File: src/rtl/cla_seq_pkg.sv
// Shared definitions for sequencers built around the 16-bit carry-lookahead adder.
// Contents:
//   SLICE_W          width of one adder slice (16 bits)
//   ST_IDLE/RUN/DONE state encodings shared by CLA-based sequencers
//   state_t          FSM state type using those encodings
//   idx_width()      width of a slice index for a given slice count (at least 1)
package cla_seq_pkg;

  localparam int SLICE_W = 16;

  localparam logic [1:0] ST_IDLE = 2'd0;
  localparam logic [1:0] ST_RUN  = 2'd1;
  localparam logic [1:0] ST_DONE = 2'd2;

  typedef enum logic [1:0] {
    IDLE = ST_IDLE,
    RUN  = ST_RUN,
    DONE = ST_DONE
  } state_t;

  // A single-slice sequencer still needs a 1-bit index register.
  function automatic int idx_width(input int words);
    return (words > 1) ? $clog2(words) : 1;
  endfunction

endpackage

File: src/rtl/bit_16_carry_lookahead.sv
// 16-bit carry-lookahead adder: four 4-bit lookahead groups with a
// group-level lookahead carry chain.
// Ports:
//   a, b  16-bit addends
//   c_0   carry in
//   s     16-bit sum
//   c_16  carry out of bit 15
module bit_16_carry_lookahead (
  input  logic [15:0] a,
  input  logic [15:0] b,
  input  logic        c_0,
  output logic [15:0] s,
  output logic        c_16
);

  logic [15:0] g;
  logic [15:0] p;
  logic [16:0] c;
  logic [3:0]  gg;
  logic [3:0]  gp;

  always_comb begin
    g  = a & b;
    p  = a ^ b;
    c  = '0;
    gg = '0;
    gp = '0;
    c[0] = c_0;
    for (int k = 0; k < 4; k++) begin
      gg[k] = g[4*k+3] | (p[4*k+3] & g[4*k+2]) | (p[4*k+3] & p[4*k+2] & g[4*k+1]) |
              (p[4*k+3] & p[4*k+2] & p[4*k+1] & g[4*k]);
      gp[k] = &p[4*k +: 4];
      c[4*k+1] = g[4*k] | (p[4*k] & c[4*k]);
      c[4*k+2] = g[4*k+1] | (p[4*k+1] & g[4*k]) | (p[4*k+1] & p[4*k] & c[4*k]);
      c[4*k+3] = g[4*k+2] | (p[4*k+2] & g[4*k+1]) | (p[4*k+2] & p[4*k+1] & g[4*k]) |
                 (p[4*k+2] & p[4*k+1] & p[4*k] & c[4*k]);
      // Group carry comes from group generate/propagate, not the inner chain.
      c[4*k+4] = gg[k] | (gp[k] & c[4*k]);
    end
    s    = p ^ c[15:0];
    c_16 = c[16];
  end

endmodule

File: src/rtl/multiword_add_sequencer.sv
// Multi-word add/subtract sequencer. A WORDS*16-bit add or subtract is run
// through one shared 16-bit CLA, one slice per cycle, least significant slice
// first, with the inter-slice carry held in a register.
// Ports:
//   clk, rst            clock (rising edge), asynchronous active-high reset
//   in_valid/in_ready   operand handshake; op_sub selects a-b (a + ~b + 1)
//   a, b                WORDS*16-bit operands
//   out_valid/out_ready result handshake
//   sum                 WORDS*16-bit result
//   carry_out           final carry (for subtract, 1 = no borrow)
//   overflow            two's-complement overflow of the full-width operation
//   dbg_state           current FSM state (ST_IDLE / ST_RUN / ST_DONE)
//
// Handshake: a transfer happens on a rising edge where valid and ready are both
// 1. in_ready is 1 only in IDLE; out_valid is 1 only in DONE. The producer holds
// operands until accepted; sum/carry_out/overflow stay stable while out_valid=1
// and out_ready=0, for any number of cycles.
module multiword_add_sequencer
  import cla_seq_pkg::*;
#(
  parameter int WORDS = 4
) (
  input  logic                   clk,
  input  logic                   rst,
  input  logic                   in_valid,
  output logic                   in_ready,
  input  logic                   op_sub,
  input  logic [WORDS*16-1:0]    a,
  input  logic [WORDS*16-1:0]    b,
  output logic                   out_valid,
  input  logic                   out_ready,
  output logic [WORDS*16-1:0]    sum,
  output logic                   carry_out,
  output logic                   overflow,
  output logic [1:0]             dbg_state
);

  localparam int W     = WORDS * SLICE_W;
  localparam int IDX_W = idx_width(WORDS);
  localparam logic [IDX_W-1:0] LAST_IDX = IDX_W'(WORDS - 1);

  state_t state;
  state_t state_next;

  logic [W-1:0]       a_q;
  logic [W-1:0]       b_q;     // already inverted for subtract
  logic [W-1:0]       sum_q;
  logic               carry_q;
  logic               carry_out_q;
  logic               overflow_q;
  logic [IDX_W-1:0]   idx;

  logic [SLICE_W-1:0] a_sl;
  logic [SLICE_W-1:0] b_sl;
  logic [SLICE_W-1:0] s_sl;
  logic               c16;
  logic               accept;
  logic               last;

  assign in_ready  = (state == IDLE);
  assign out_valid = (state == DONE);
  assign accept    = in_valid && in_ready;
  assign last      = (idx == LAST_IDX);
  assign dbg_state = state;

  assign a_sl = a_q[int'(idx)*SLICE_W +: SLICE_W];
  assign b_sl = b_q[int'(idx)*SLICE_W +: SLICE_W];

  bit_16_carry_lookahead u_cla (
    .a    (a_sl),
    .b    (b_sl),
    .c_0  (carry_q),
    .s    (s_sl),
    .c_16 (c16)
  );

  always_ff @(posedge clk or posedge rst) begin
    if (rst) state <= IDLE;
    else     state <= state_next;
  end

  always_comb begin
    state_next = state;
    case (state)
      IDLE:    if (in_valid) state_next = RUN;
      RUN:     if (last) state_next = DONE;
      DONE:    if (out_ready) state_next = IDLE;
      default: state_next = IDLE;
    endcase
  end

  always_ff @(posedge clk or posedge rst) begin
    if (rst) begin
      a_q         <= '0;
      b_q         <= '0;
      sum_q       <= '0;
      carry_q     <= 1'b0;
      carry_out_q <= 1'b0;
      overflow_q  <= 1'b0;
      idx         <= '0;
    end else if (accept) begin
      a_q     <= a;
      b_q     <= op_sub ? ~b : b;
      // Subtract's "+1" enters as the carry into the least significant slice.
      carry_q <= op_sub;
      idx     <= '0;
    end else if (state == RUN) begin
      sum_q[int'(idx)*SLICE_W +: SLICE_W] <= s_sl;
      carry_q <= c16;
      if (last) begin
        carry_out_q <= c16;
        // On the top slice the slice msbs are the operand msbs; b_q is the
        // possibly inverted operand, so this also covers subtract.
        overflow_q  <= (a_sl[SLICE_W-1] == b_sl[SLICE_W-1]) &&
                       (s_sl[SLICE_W-1] != a_sl[SLICE_W-1]);
      end else begin
        idx <= idx + 1'b1;
      end
    end
  end

  assign sum       = sum_q;
  assign carry_out = carry_out_q;
  assign overflow  = overflow_q;

endmodule
File: config.mk
export PLATFORM = sky130hd
export DESIGN_NAME = multiword_add_sequencer
export DESIGN_NICKNAME = d
export VERILOG_FILES = /design/src/rtl/cla_seq_pkg.sv /design/src/rtl/bit_16_carry_lookahead.sv /design/src/rtl/multiword_add_sequencer.sv
export SDC_FILE = /design/constraint.sdc
export NUM_CORES = 1
export LEC_CHECK = 0
export CAP_MARGIN = 20
export CELL_PAD_IN_SITES_DETAIL_PLACEMENT = 1
export CELL_PAD_IN_SITES_GLOBAL_PLACEMENT = 1
export CORE_MARGIN = 4
export CORE_UTILIZATION = 40
export CTS_CLUSTER_DIAMETER = 80
export DETAILED_ROUTE_END_ITERATION = 10
export PLACE_DENSITY_LB_ADDON = 0.1
export SETUP_SLACK_MARGIN = 0.15
export SLEW_MARGIN = 0
export SYNTH_ARGS = -nofsm -noshare
export SYNTH_HDL_FRONTEND = slang
export SYNTH_SLANG_ARGS = --single-unit
File: constraint.sdc
create_clock -name clk -period 8.45 [get_ports clk]
set_input_delay 0.845 -clock clk [delete_from_list [all_inputs] [get_ports clk]]
set_output_delay 0.845 -clock clk [all_outputs]
set_load 0.02 [all_outputs]
# Word level (Yosys, flattened, before mapping)
# Cells that the tools add are included.
[word_totals]
reg_bits = 199
inputBits = 133
output_inout_bits = 70
elab_cells = 151
[classes]
addsub = 2
eq_ne = 9
shift = 4
n_mux = 11
bitwise_logic = 105
n_reduce_logical = 12
[ops]
columns = ["cell", "n"]
rows = [
  ["64-bit by 7-bit indexed part select with 16-bit output", 2],
  ["64-bit bitwise mux", 1],
  ["64-bit two-way mux", 1],
  ["64-bit inverter", 1],
  ["16-bit by 33-bit variable shift with 64-bit output, first input constant", 1],
  ["16-bit by 33-bit indexed part select with 64-bit output", 1],
  ["1-bit bitwise AND", 60],
  ["1-bit OR", 40],
  ["6-bit negation with 33-bit output", 1],
  ["16-bit XOR", 2],
  ["16-bit bitwise AND", 1],
  ["4-bit AND reduction", 4],
  ["2-bit two-way mux", 6],
  ["2-bit != test, second input constant", 3],
  ["2-bit case mux with 3 select lines", 1],
  ["3-bit AND reduction", 2],
  ["2-bit == test, second input constant", 2],
  ["2-bit AND reduction", 2],
  ["2-bit by 1-bit adder with 2-bit output, second input constant", 1],
  ["2-bit by 1-bit == test with 1-bit output, second input constant", 1],
  ["1-bit logical AND", 2],
  ["2-bit zero test", 1],
  ["1-bit two-way mux", 2],
  ["2-bit by 1-bit != test with 1-bit output, second input constant", 1],
  ["other kinds (4)", 4],
]

# Longest topological paths before layout
# Gate-level depths: netlist of the first run.
[logic_depth]
word_depth = 16
ltp_mapped = 13
ltp_nobuf = 10

# Modules after synthesis
# Synthesis of the first run repeated with hierarchy kept, for this count alone.
[hier_totals]
hier_cells = 778
hier_area_um2 = 9464.1
[modules_own_cells]
columns = ["module", "n_inst", "cells_per_inst", "area_per_inst_um2", "seq_area_each_um2"]
rows = [
  ["multiword_add_sequencer", 1, 708, 8856.0, 4979.8],
  ["bit_16_carry_lookahead", 1, 70, 608.1, 0.0],
]

# Worst setup path after synthesis of the first run
# OpenSTA, ideal clock, no wires.
[synth_path]
path_type = "register to register"
from = "register idx[0]"
to = "register sum_q[25] (netlist: sum[25])"
setup_ps = 132
arrival_time_ps = 3337
required_ps = 8318
slack_ps = 4981
path_stages_with_launch = 13
path_buffers = 3
synth_period_minus_slack_ps = 3469
cell_sequence = "dfrtp_1 -> buf_2 -> buf_2 -> clkbuf_1 -> mux4_2 -> ha_1 -> o21a_1 -> and2_4 -> a211oi_4 -> inv_1 -> fa_1 -> xnor2_1 -> o21ai_0"
[synth_via]
elab_chain_len = 16
elab_cells_between_ends = 102
cone_classes = "add/sub: 1; shift: 4; mux: 1; bitwise: 93; reduce/logical: 3"
[synth_lines]
columns = ["element", "line", "text"]
rows = [
  ["from (decl)", "multiword_add_sequencer.sv:51", "logic [IDX_W-1:0] idx;"],
  ["from (signal assigned)", "multiword_add_sequencer.sv:117", "idx <= idx + 1'b1;"],
  ["64-bit by 7-bit indexed part select with 16-bit output, on equally long branches", "multiword_add_sequencer.sv:66, multiword_add_sequencer.sv:67", ""],
  ["16-bit XOR or 16-bit bitwise AND (tied branches)", "bit_16_carry_lookahead.sv:24, bit_16_carry_lookahead.sv:23", ""],
  ["1-bit bitwise AND, on equally long branches", "bit_16_carry_lookahead.sv:30, bit_16_carry_lookahead.sv:31", ""],
  ["1-bit OR, or another cell as far along", "bit_16_carry_lookahead.sv:30", "gg[k] = g[4*k+3] | (p[4*k+3] & g[4*k+2]) | (p[4*k+3] & p[4*k+2] & g[4*k+1]) |"],
  ["1-bit OR or 1-bit bitwise AND (tied branches)", "bit_16_carry_lookahead.sv:30, bit_16_carry_lookahead.sv:31", ""],
  ["1-bit OR", "bit_16_carry_lookahead.sv:30", ""],
  ["1-bit OR", "bit_16_carry_lookahead.sv:38", "c[4*k+4] = gg[k] | (gp[k] & c[4*k]);"],
  ["1-bit bitwise AND", "bit_16_carry_lookahead.sv:38", ""],
  ["1-bit OR", "bit_16_carry_lookahead.sv:38", ""],
  ["1-bit bitwise AND", "bit_16_carry_lookahead.sv:38", ""],
  ["1-bit OR", "bit_16_carry_lookahead.sv:38", ""],
  ["1-bit bitwise AND, on equally long branches", "bit_16_carry_lookahead.sv:33, bit_16_carry_lookahead.sv:34, bit_16_carry_lookahead.sv:36", ""],
  ["1-bit OR, on equally long branches", "bit_16_carry_lookahead.sv:33, bit_16_carry_lookahead.sv:34, bit_16_carry_lookahead.sv:35", ""],
  ["16-bit XOR", "bit_16_carry_lookahead.sv:40", "s = p ^ c[15:0];"],
  ["16-bit by 33-bit indexed part select with 64-bit output", "multiword_add_sequencer.sv:108", "sum_q[int'(idx)*SLICE_W +: SLICE_W] <= s_sl;"],
  ["64-bit bitwise mux *", "multiword_add_sequencer.sv:108", ""],
  ["to (signal, indexed assignment)", "multiword_add_sequencer.sv:108", ""],
  ["to (decl)", "multiword_add_sequencer.sv:47", "logic [W-1:0] sum_q;"],
]
# Every way passes the cells marked *; elsewhere a longest branch is shown, timed or not.
# A chain may end at the register's enable or synchronous reset.

# Worst setup path after layout of the first run
[layout_path]
from = "register idx[0]"
to = "register sum_q[9] (netlist: sum[9])"
# Same word-level chain as after synthesis.

==> results of run 1 <==
sequential cells by signal, indices dropped and copies added (netlist names):
| signal | flops |
|---|---|
| carry_out | 1 |
| dbg_state | 2 |
| carry_q | 1 |
| b_q | 64 |
| idx | 2 |
| sum | 64 |
| overflow | 1 |
| a_q | 64 |
final cells by class:
class,instances,area [µm²]
inverters,13,56.30
clock buffers,19,442.9
clock inverters,13,132.6
flip-flops and latches,199,4982
repair buffers,207,2077
fillers,2374,10560
well taps,313,391.6
multi-input cells,514,4140
through the flow:
stage / instances / setup WS (ns)
floorplan: 769 / 2.179
global placement: 1245 / 4.646
finish: 1278 / 4.519
detailed placement: 1245 / 4.499
CTS: 1277 / 4.447
global route: 1278 / 4.273
critical path: stages (launching register included):
cell and delay (ns):
dfrtp_2 0.61, buf_4 0.48, mux4_2 0.58, ha_1 0.32
a211o_1 0.32, and2_4 0.17, a211oi_4 0.33, inv_1 0.10
fa_1 0.42, xnor2_1 0.30, o21ai_0 0.14
power groups by stage:
stage,clock network [W],logic [W],registers (W)
after CTS,0.000820,0.00323,0.00166
after floorplan,0,0.00204,0.00168
after detailed placement,0,0.00322,0.00168
after global routing,0.000863,0.00349,0.00171
final,0.000798,0.00321,0.00165
after global placement,0,0.00306,0.00165
final timing paths:
kind	from	endpoint	slack [ns]	depth (start not counted)
hold reg to reg	sum[17]	sum[17]	0.49	2
setup / recovery	idx[0]	sum[9]	4.52	10
max in group asynchronous	rst	a_q[9]	6.32	4
setup reg to reg	idx[0]	sum[9]	4.52	10
hold / removal	sum[17]	sum[17]	0.49	2
min in group asynchronous	rst	sum[1]	0.93	2
routing by layer:
layer / vias to the layer above / part of all wire (%) / track usage, %
met5: - / 0 / 0
met4: 0 / 1.4 / 5.506
met3: 26 / 4.2 / 3.798
met2: 165 / 53 / 36.93
met1: 3370 / 41 / 25.50
li1: 3076 / - / -
cell usage after synthesis (2+ instances only):
master / n / share of area, %
dfrtp_1: 199 / 53
nor2_1: 80 / 3.2
a21oi_1: 74 / 4.0
xnor2_1: 72 / 6.8
mux2_2: 64 / 7.7
nand2_1: 43 / 1.7
a22o_1: 33 / 3.1
mux4_2: 32 / 7.7
o21ai_0: 32 / 1.7
clkbuf_1: 30 / 1.2
ha_1: 22 / 2.9
inv_1: 13 / 0.52
buf_2: 7 / 0.38
buf_1: 6 / 0.24
nand3_1: 6 / 0.32
o21ai_1: 6 / 0.32
fa_1: 4 / 0.86
nand4_1: 4 / 0.27
nor3_1: 4 / 0.21
xor2_1: 4 / 0.38
and2_1: 3 / 0.20
nand2b_1: 3 / 0.20
a21o_1: 2 / 0.16
a21oi_2: 2 / 0.19
a31o_1: 2 / 0.19
a32o_1: 2 / 0.21
mux2i_1: 2 / 0.21
cells by family after synthesis:
family / after synthesis
AOI/OAI and AO/OA: 163
buffers and inverters: 56
adders and majority gates: 26
muxes: 98
DFF: 199
and+or+nand+nor: 151
xor gates and xnor gates: 76
==> impl_metrics.toml, run 1 <==
[floorplanning]
die_x_um = 160.8
die-height_um = 160.8
row_count = 55
dieArea_mm2 = 0.02585
io_pins = 203
core_mm2 = 0.02278
start_util_pct = 40.99

[logic_synthesis]
synth_edf_count = 0
synth_top_family_by_area = "multiplexers"
synth_area_per_cell_um2 = 12.14
syn_inst = 769
synth-adder-area-share_pct = 3.806
synth_warnings = 0
ys_seq_elements = 199
yosys.area_share.xor_xnor_pct = 7.129
synthMuxAreaShare_pct = 15.65
syn_nets = 928
synth_compound_area_share_pct = 10.87
synth_seq_area_share_pct = 53.34
synthSimpleGateAreaFrac_pct = 6.861
netlist_area_mm2 = 0.009336
async_flop_share_pct = 100.0
yosysUniqueCellTypes = 45
synthFlopType = "dfrtp_1"

[timing]
finalSetupTns_ns = 0
min_period_ns = 3.931
rsz0062_at_grt = "false"
worst_hold_slack_ns = 0.4941
worst_slew_pin_slew_ns = 1.068
drv_slew = 0
slew_headroom_pct = 28.79
fmaxAchievable_ghz = 0.2544
period_share_pct = 46.52
setup_viol = 0
hold_viol = 0
clock_skew_ns = 0.01294

[placed_design]
place.port_buffers = 202
dpl.hpwl_um = 19590
postPlaceCellArea_mm2 = 0.01162
gp_congestion = 0.8286

[setup_path]
crit_required_ns = 8.74
crit_path_end_kind = "register"
critPathArrivalTime_ns = 4.22
worstSetupPathType = "reg2reg"
cp_max_fo = 28
critPathLaunchType = "register"

[global_route]
overflow = 0
grt_max_degree = 122
grt_use_total_pct = 20.55
grt_pass1_wl_um = 42030
antenna_found_initial = 0
grt_pass1_vias = 7518

[detailed_routing]
post_drt_wl_per_cell_um = 20.31
vias = 6637
ant_nets = 0
drt_wl_total_um = 25950
viasPerCell = 5.193
drt_iter0_markers = 335
drc_errors = 0
drt-pass1-iter-count = 4

[power]
leakage_nw = 4.932
switching_share_pct = 44.69
pwr-share-seq_pct = 29.2
switchingPower_w = 0.002529
power_w = 0.005658
ir_drop_mv = 0.2662
pwr-share-clk_pct = 14.1
p_comb_share_pct = 56.7
power.density_cell_area_mw_per_mm2 = 462.9
internal_power_w = 0.003129

[cts]
cts_buffer_depth = 2
cts-buffers-inserted = 17
hold_buffers = 0
clkTransAtPathRegs_ns = 0.08
cts_sinks = 199
cts_setup_buffers = 0
htreeDepth = 4
cts_tree = "yes"
root_buffer = "clkbuf_16"
clock_latency_ns = 0.44
post_cts_resized = 0

[run_status]
status = "completed"

[min_path]
hold_class = "reg2reg"

[run]
drv_cap = 0

[cells_and_area]
final_cell_mix = "201 x clkdlybuf4s50_1, 197 x dfrtp_1, 80 x nor2_1"
final_common_cell = "clkdlybuf4s50_1"
utilization_pct = 53.66
antenna_cells = 0
finalInstanceArea_mm2 = 0.01222
area.growth.synth_to_final_pct = 30.92
drive_gt1_share_pct = 15.03
nets = 1111
Note: power is estimated with default switching activity, not from simulation.
==> run 2: changes to the inputs <==
Settings changed: CORE_UTILIZATION 40 to 37.
Clock period 8.45 ns to 3.2 ns, I/O delays scaled along.
==> run 2 against run 1 <==
  * Sequential share of layout area shrank 2.7 points
  * Combinational power rose to 3.6 times the previous value
  * Setup slack lost 4.4 ns
  * Clock-buffer cell count did not move
  * Sequential power increased to 2.6 times the previous value
  * Clock skew grew 0.0049 ns
  * Largest power group unchanged
  * Critical path type unchanged
  * Wire length is 4.5% higher
==> impl_metrics.toml, run 2 (synthesized netlist as in run 1, its figures left out) <==
[placed_design]
postPlaceCellArea_mm2 = 0.01191
dpl.hpwl_um = 20410
place.port_buffers = 202
gp_congestion = 0.8277

[floorplanning]
die-height_um = 166.9
dieArea_mm2 = 0.02784
io_pins = 203
start_util_pct = 37.95
core_mm2 = 0.02460
row_count = 57
die_x_um = 166.9

[timing]
rsz0062_at_grt = "true"
finalSetupTns_ns = 0
min_period_ns = 3.071
fmaxAchievable_ghz = 0.3257
hold_viol = 0
slew_headroom_pct = 44.80
clock_skew_ns = 0.01787
period_share_pct = 95.96
setup_viol = 0
drv_slew = 0
worst_hold_slack_ns = 0.3640
worst_slew_pin_slew_ns = 0.8280

[cells_and_area]
final_common_cell = "clkdlybuf4s50_1"
nets = 1163
antenna_cells = 0
finalInstanceArea_mm2 = 0.01310
drive_gt1_share_pct = 23.30
final_cell_mix = "201 x clkdlybuf4s50_1, 197 x dfrtp_1, 79 x nor2_1"
area.growth.synth_to_final_pct = 40.34

[setup_path]
r2r_cells = 10
cpMaxStageDelayCell = "mux4_2"
critical_path.top_delay_family = "compound AO/OA/AOI/OAI gates"
timing.rr.end = "sum[62]"
crit_required_ns = 3.54
cpPeakStageDelay_ns = 0.56
critPathLaunchType = "register"
critPathArrivalTime_ns = 3.41
cp_max_fo = 8
rr_startpoint = "idx[1]"
path_cells = "buf_12 > mux4_2 > ha_4 > a21oi_2 > o21ai_2 > a211oi_4 > buf_4 > a21oi_4 > or3_4 > a32o_1"
crit_buf_inv = 2
crit_path_end_kind = "register"
regToRegSetupSlack_ns = 0.13
worstSetupPathType = "reg2reg"

[global_route]
grt_pass1_vias = 7575
overflow = 0
grt_pass1_wl_um = 43280
antenna_found_initial = 0
grt_use_total_pct = 19.54
grt_max_degree = 113

[power]
switching_share_pct = 43.32
pwr-share-clk_pct = 12.1
internal_power_w = 0.01015
p_comb_share_pct = 63.5
switchingPower_w = 0.007757
pwr-share-seq_pct = 24.4
ir_drop_mv = 0.7333
power.density_cell_area_mw_per_mm2 = 1367
leakage_nw = 5.287

[cts]
cts-buffers-inserted = 17
htreeDepth = 4
cts_tree = "yes"
clock_latency_ns = 0.44
root_buffer = "clkbuf_16"
cts_sinks = 199
clkTransAtPathRegs_ns = 0.08
cts_buffer_depth = 2
hold_buffers = 0

[detailed_routing]
drc_errors = 0
post_drt_wl_per_cell_um = 20.23
viasPerCell = 5.156
vias = 6914
drt_iter0_markers = 369
drt_wl_total_um = 27120
ant_nets = 0
drt-pass1-iter-count = 4

[run]
drv_cap = 0

[min_path]
hold_class = "in2async"

[run_status]
status = "completed"
-- run 2: power groups by stage --
| stage | clock, W | sequential, W | combinational (W) |
|---|---|---|---|
| final | 0.00217 | 0.00437 | 0.0114 |
| after CTS | 0.00223 | 0.00438 | 0.00999 |
| after global routing | 0.00233 | 0.00452 | 0.0123 |
| after detailed placement | 0 | 0.00444 | 0.00905 |
| after global placement | 0 | 0.00440 | 0.00862 |
| after floorplan | 0 | 0.00445 | 0.00550 |
-- run 2: cell type report --
class,instances,area (µm²)
Multi-Input combinational cell,514,4484
Fill cell,2503,11500
Timing Repair Buffer,259,2580
Sequential cell,199,4982
Clock inverter,13,145.1
Tap cell,324,405.4
Clock buffer,19,452.9
Inverter,13,52.55
-- run 2: worst max-delay path by stage --
stage	from	end	slack, ns	depth (start not counted)
4_1_cts	idx[0]	sum[25]	0.16	11
3_5_place_dp	idx[1]	sum[44]	-0.11	12
3_3_place_gp	idx[1]	sum[25]	0.04	11
2_1_floorplan	idx[1]	sum[40]	0.15	10
5_1_grt	idx[1]	sum[62]	0.01	11
6_report	idx[1]	sum[62]	0.13	10
-- run 2: worst reg2reg max path: cells and delay by family, from the launching register on --
kind	cells	cell delay, ns
AOI/OAI and AO/OA	5	0.91
muxes	1	0.56
DFF	1	0.48
buffers and inverters	2	0.36
and+or+nand+nor	1	0.36
adders and majority gates	1	0.31
-- run 2: per-layer routing --
layer	share of wire (%)	wire, µm	track usage (%)
met3	3.4	914	3.389
met2	52	14060	34.03
met1	43	11770	25.86
met4	1.4	378	3.913
met5	0	0	0
-- run 2: timing repair --
item | CTS | global route
buffers inserted | 14 | 12
pin swaps | 5 | 20
cloned | 0 | 1
resized for setup | 21 | 42
setup endpoints to repair | 46 | 48
-- run 2: per-stage QoR --
stage,total power [W],util (%),cells,setup slack [ns]
3_3_place_gp,0.01303,48.40,1282,0.03965
3_5_place_dp,0.01349,48.40,1282,-0.1140
5_1_grt,0.01914,53.25,1341,0.01085
6_report,0.01791,53.25,1341,0.1292
4_1_cts,0.01660,51.96,1328,0.1574
2_1_floorplan,0.009954,-,769,0.1514
==> run 3: changes to the inputs <==
Settings changed: REMOVE_ABC_BUFFERS set to 1.
Clock period 3.2 ns to 2.5 ns, I/O delays scaled along.
==> run 3 against run 2 <==
  * Flip-flop and latch count stayed put
  * Worst hold slack got worse by 0.11 ns
  * Non-clock buffer count increased by 44
  * Sequential share of layout area down 0.90 points
  * Highest routed layer unchanged
  * Utilization up 1.3 points
  * Critical path type unchanged
  * Via count rose by 1.1%
  * Combinational power increased by 35%
  * Largest power group unchanged
  * Critical endpoint unchanged
  * The flow now finishes with violations (setup timing)
  * Largest cell class unchanged
==> impl_metrics.toml, run 3 (synthesized netlist as in run 1, its figures left out) <==
[power]
power.density_cell_area_mw_per_mm2 = 1767
internal_power_w = 0.01394
leakage_nw = 5.507
pwr-share-clk_pct = 11.4
ir_drop_mv = 0.8800
pwr-share-seq_pct = 23.6
p_comb_share_pct = 65.0
switchingPower_w = 0.009780
switching_share_pct = 41.23

[floorplanning]
die_x_um = 166.9
die-height_um = 166.9
io_pins = 203
row_count = 57
start_util_pct = 37.95
core_mm2 = 0.02460
dieArea_mm2 = 0.02784

[setup_path]
crit_path_end_kind = "register"
critPathArrivalTime_ns = 3.41
startpoint = "idx[0]"
cp_max_fo = 7
critPathLaunchType = "register"
timing.rr.end = "sum[62]"
rr_startpoint = "idx[0]"
r2r_cells = 12
regToRegSetupSlack_ns = -0.59
worstSetupPathType = "reg2reg"
crit_required_ns = 2.81

[detailed_routing]
wl_met1_um = 12450
dr.max_layer_used = "met4"
ant_nets = 0
drt_wl_total_um = 27170
drt_iter0_markers = 366
drt-pass1-iter-count = 6
drc_errors = 0
viasPerCell = 5.047
vias = 6990
wl_met3_um = 1114
dr_wl_met2_um = 13320
post_drt_wl_per_cell_um = 19.62

[cells_and_area]
final_cell_mix = "201 x clkdlybuf4s50_1, 197 x dfrtp_1, 85 x buf_4"
drive_gt1_share_pct = 26.77
nets = 1207
utilization_pct = 54.54
antenna_cells = 0
final_common_cell = "clkdlybuf4s50_1"
area.growth.synth_to_final_pct = 43.74
finalInstanceArea_mm2 = 0.01342
n_fill_cell = 2545

[run]
drv_cap = 0

[timing]
worst_slew_pin_slew_ns = 0.7197
drv_slew = 0
period_share_pct = 123.7
rsz0062_at_grt = "true"
fmaxAchievable_ghz = 0.3232
setup_viol = 55
final.setup.worst_slack_ns = -0.5937
slew_headroom_pct = 51.92
clock_skew_ns = 0.01372
hold_viol = 0
min_period_ns = 3.094

[min_path]
hold_class = "in2async"

[cts]
cts_tree = "yes"
hold_buffers = 0
clkTransAtPathRegs_ns = 0.08
cts_sinks = 199
clock_latency_ns = 0.44
cts-buffers-inserted = 17
root_buffer = "clkbuf_16"
htreeDepth = 4
cts_buffer_depth = 2

[global_route]
grt_use_total_pct = 19.39
antenna_found_initial = 0
grt_max_degree = 100
grt_pass1_wl_um = 42790
grt_pass1_vias = 7593
overflow = 0

[placed_design]
place.port_buffers = 202
gp_congestion = 0.7921
postPlaceCellArea_mm2 = 0.01236
dpl.hpwl_um = 19790

[run_status]
violations = "setup timing"
status = "finished with violations"
## run 3: cell type report
type,count,area (µm²),share of cell area [%]
flip-flops and latches,199,4982,37.12
clock buffers,18,429.2,3.198
repair buffers,303,2940,21.91
multi-input cells,514,4476,33.35
clock inverters,14,131.4,0.9789
well taps,324,405.4,3.021
inverters,13,56.30,0.4195
## run 3: repair_timing
item / 4_1_cts / 5_1_grt
cloned: 1 / 0
setup buffers: 7 / 6
setup endpoints to repair: 59 / 65
pin swaps: 34 / 21
resized for setup: 51 / 33
## run 3: power groups by stage
stage	Clock, W	Combinational, W	Sequential (W)
after floorplan	0	0.00675	0.00587
after global placement	0	0.0123	0.00565
after detailed placement	0	0.0127	0.00566
after CTS	0.00275	0.0143	0.00562
after global routing	0.00291	0.0168	0.00579
final	0.00270	0.0154	0.00561
## run 3: worst max-delay path by stage
stage               to  cells after the start
2_1_floorplan   a_q[0]                      1
3_3_place_gp   sum[45]                     12
3_5_place_dp   sum[41]                     11
4_1_cts        sum[62]                     11
5_1_grt        sum[41]                     12
6_report       sum[62]                     12
## run 3: routing by layer
layer	vias up	global-route usage, %
met5	-	0
met4	0	3.984
met3	16	3.745
met2	153	31.68
met1	3535	27.19
li1	3286	-
## run 3: metrics by stage
stage                     hold slack [ns]  instances  power, W  setup TNS, ns  setup slack, ns
after floorplan                    0.3577        726   0.01262       -1047.17           -3.176
after global placement             0.4628       1339   0.01800         -24.34          -0.5563
after detailed placement           0.4719       1339   0.01838         -29.74          -0.7068
after CTS                          0.2759       1379   0.02267         -24.27          -0.5551
after global routing               0.3030       1385   0.02545         -32.92          -0.6973
final                              0.2589       1385   0.02372         -27.15          -0.5937
## run 3: critical path, stage by stage, from the launching register on
cell and delay [ns]:
dfrtp_2 0.49, buf_12 0.16, buf_16 0.14, buf_4 0.14, mux4_2 0.31, ha_4 0.27
a21oi_2 0.23, o21ai_4 0.11, a211oi_4 0.30, buf_4 0.19, a21oi_2 0.06, or3_4 0.35
a32o_1 0.23
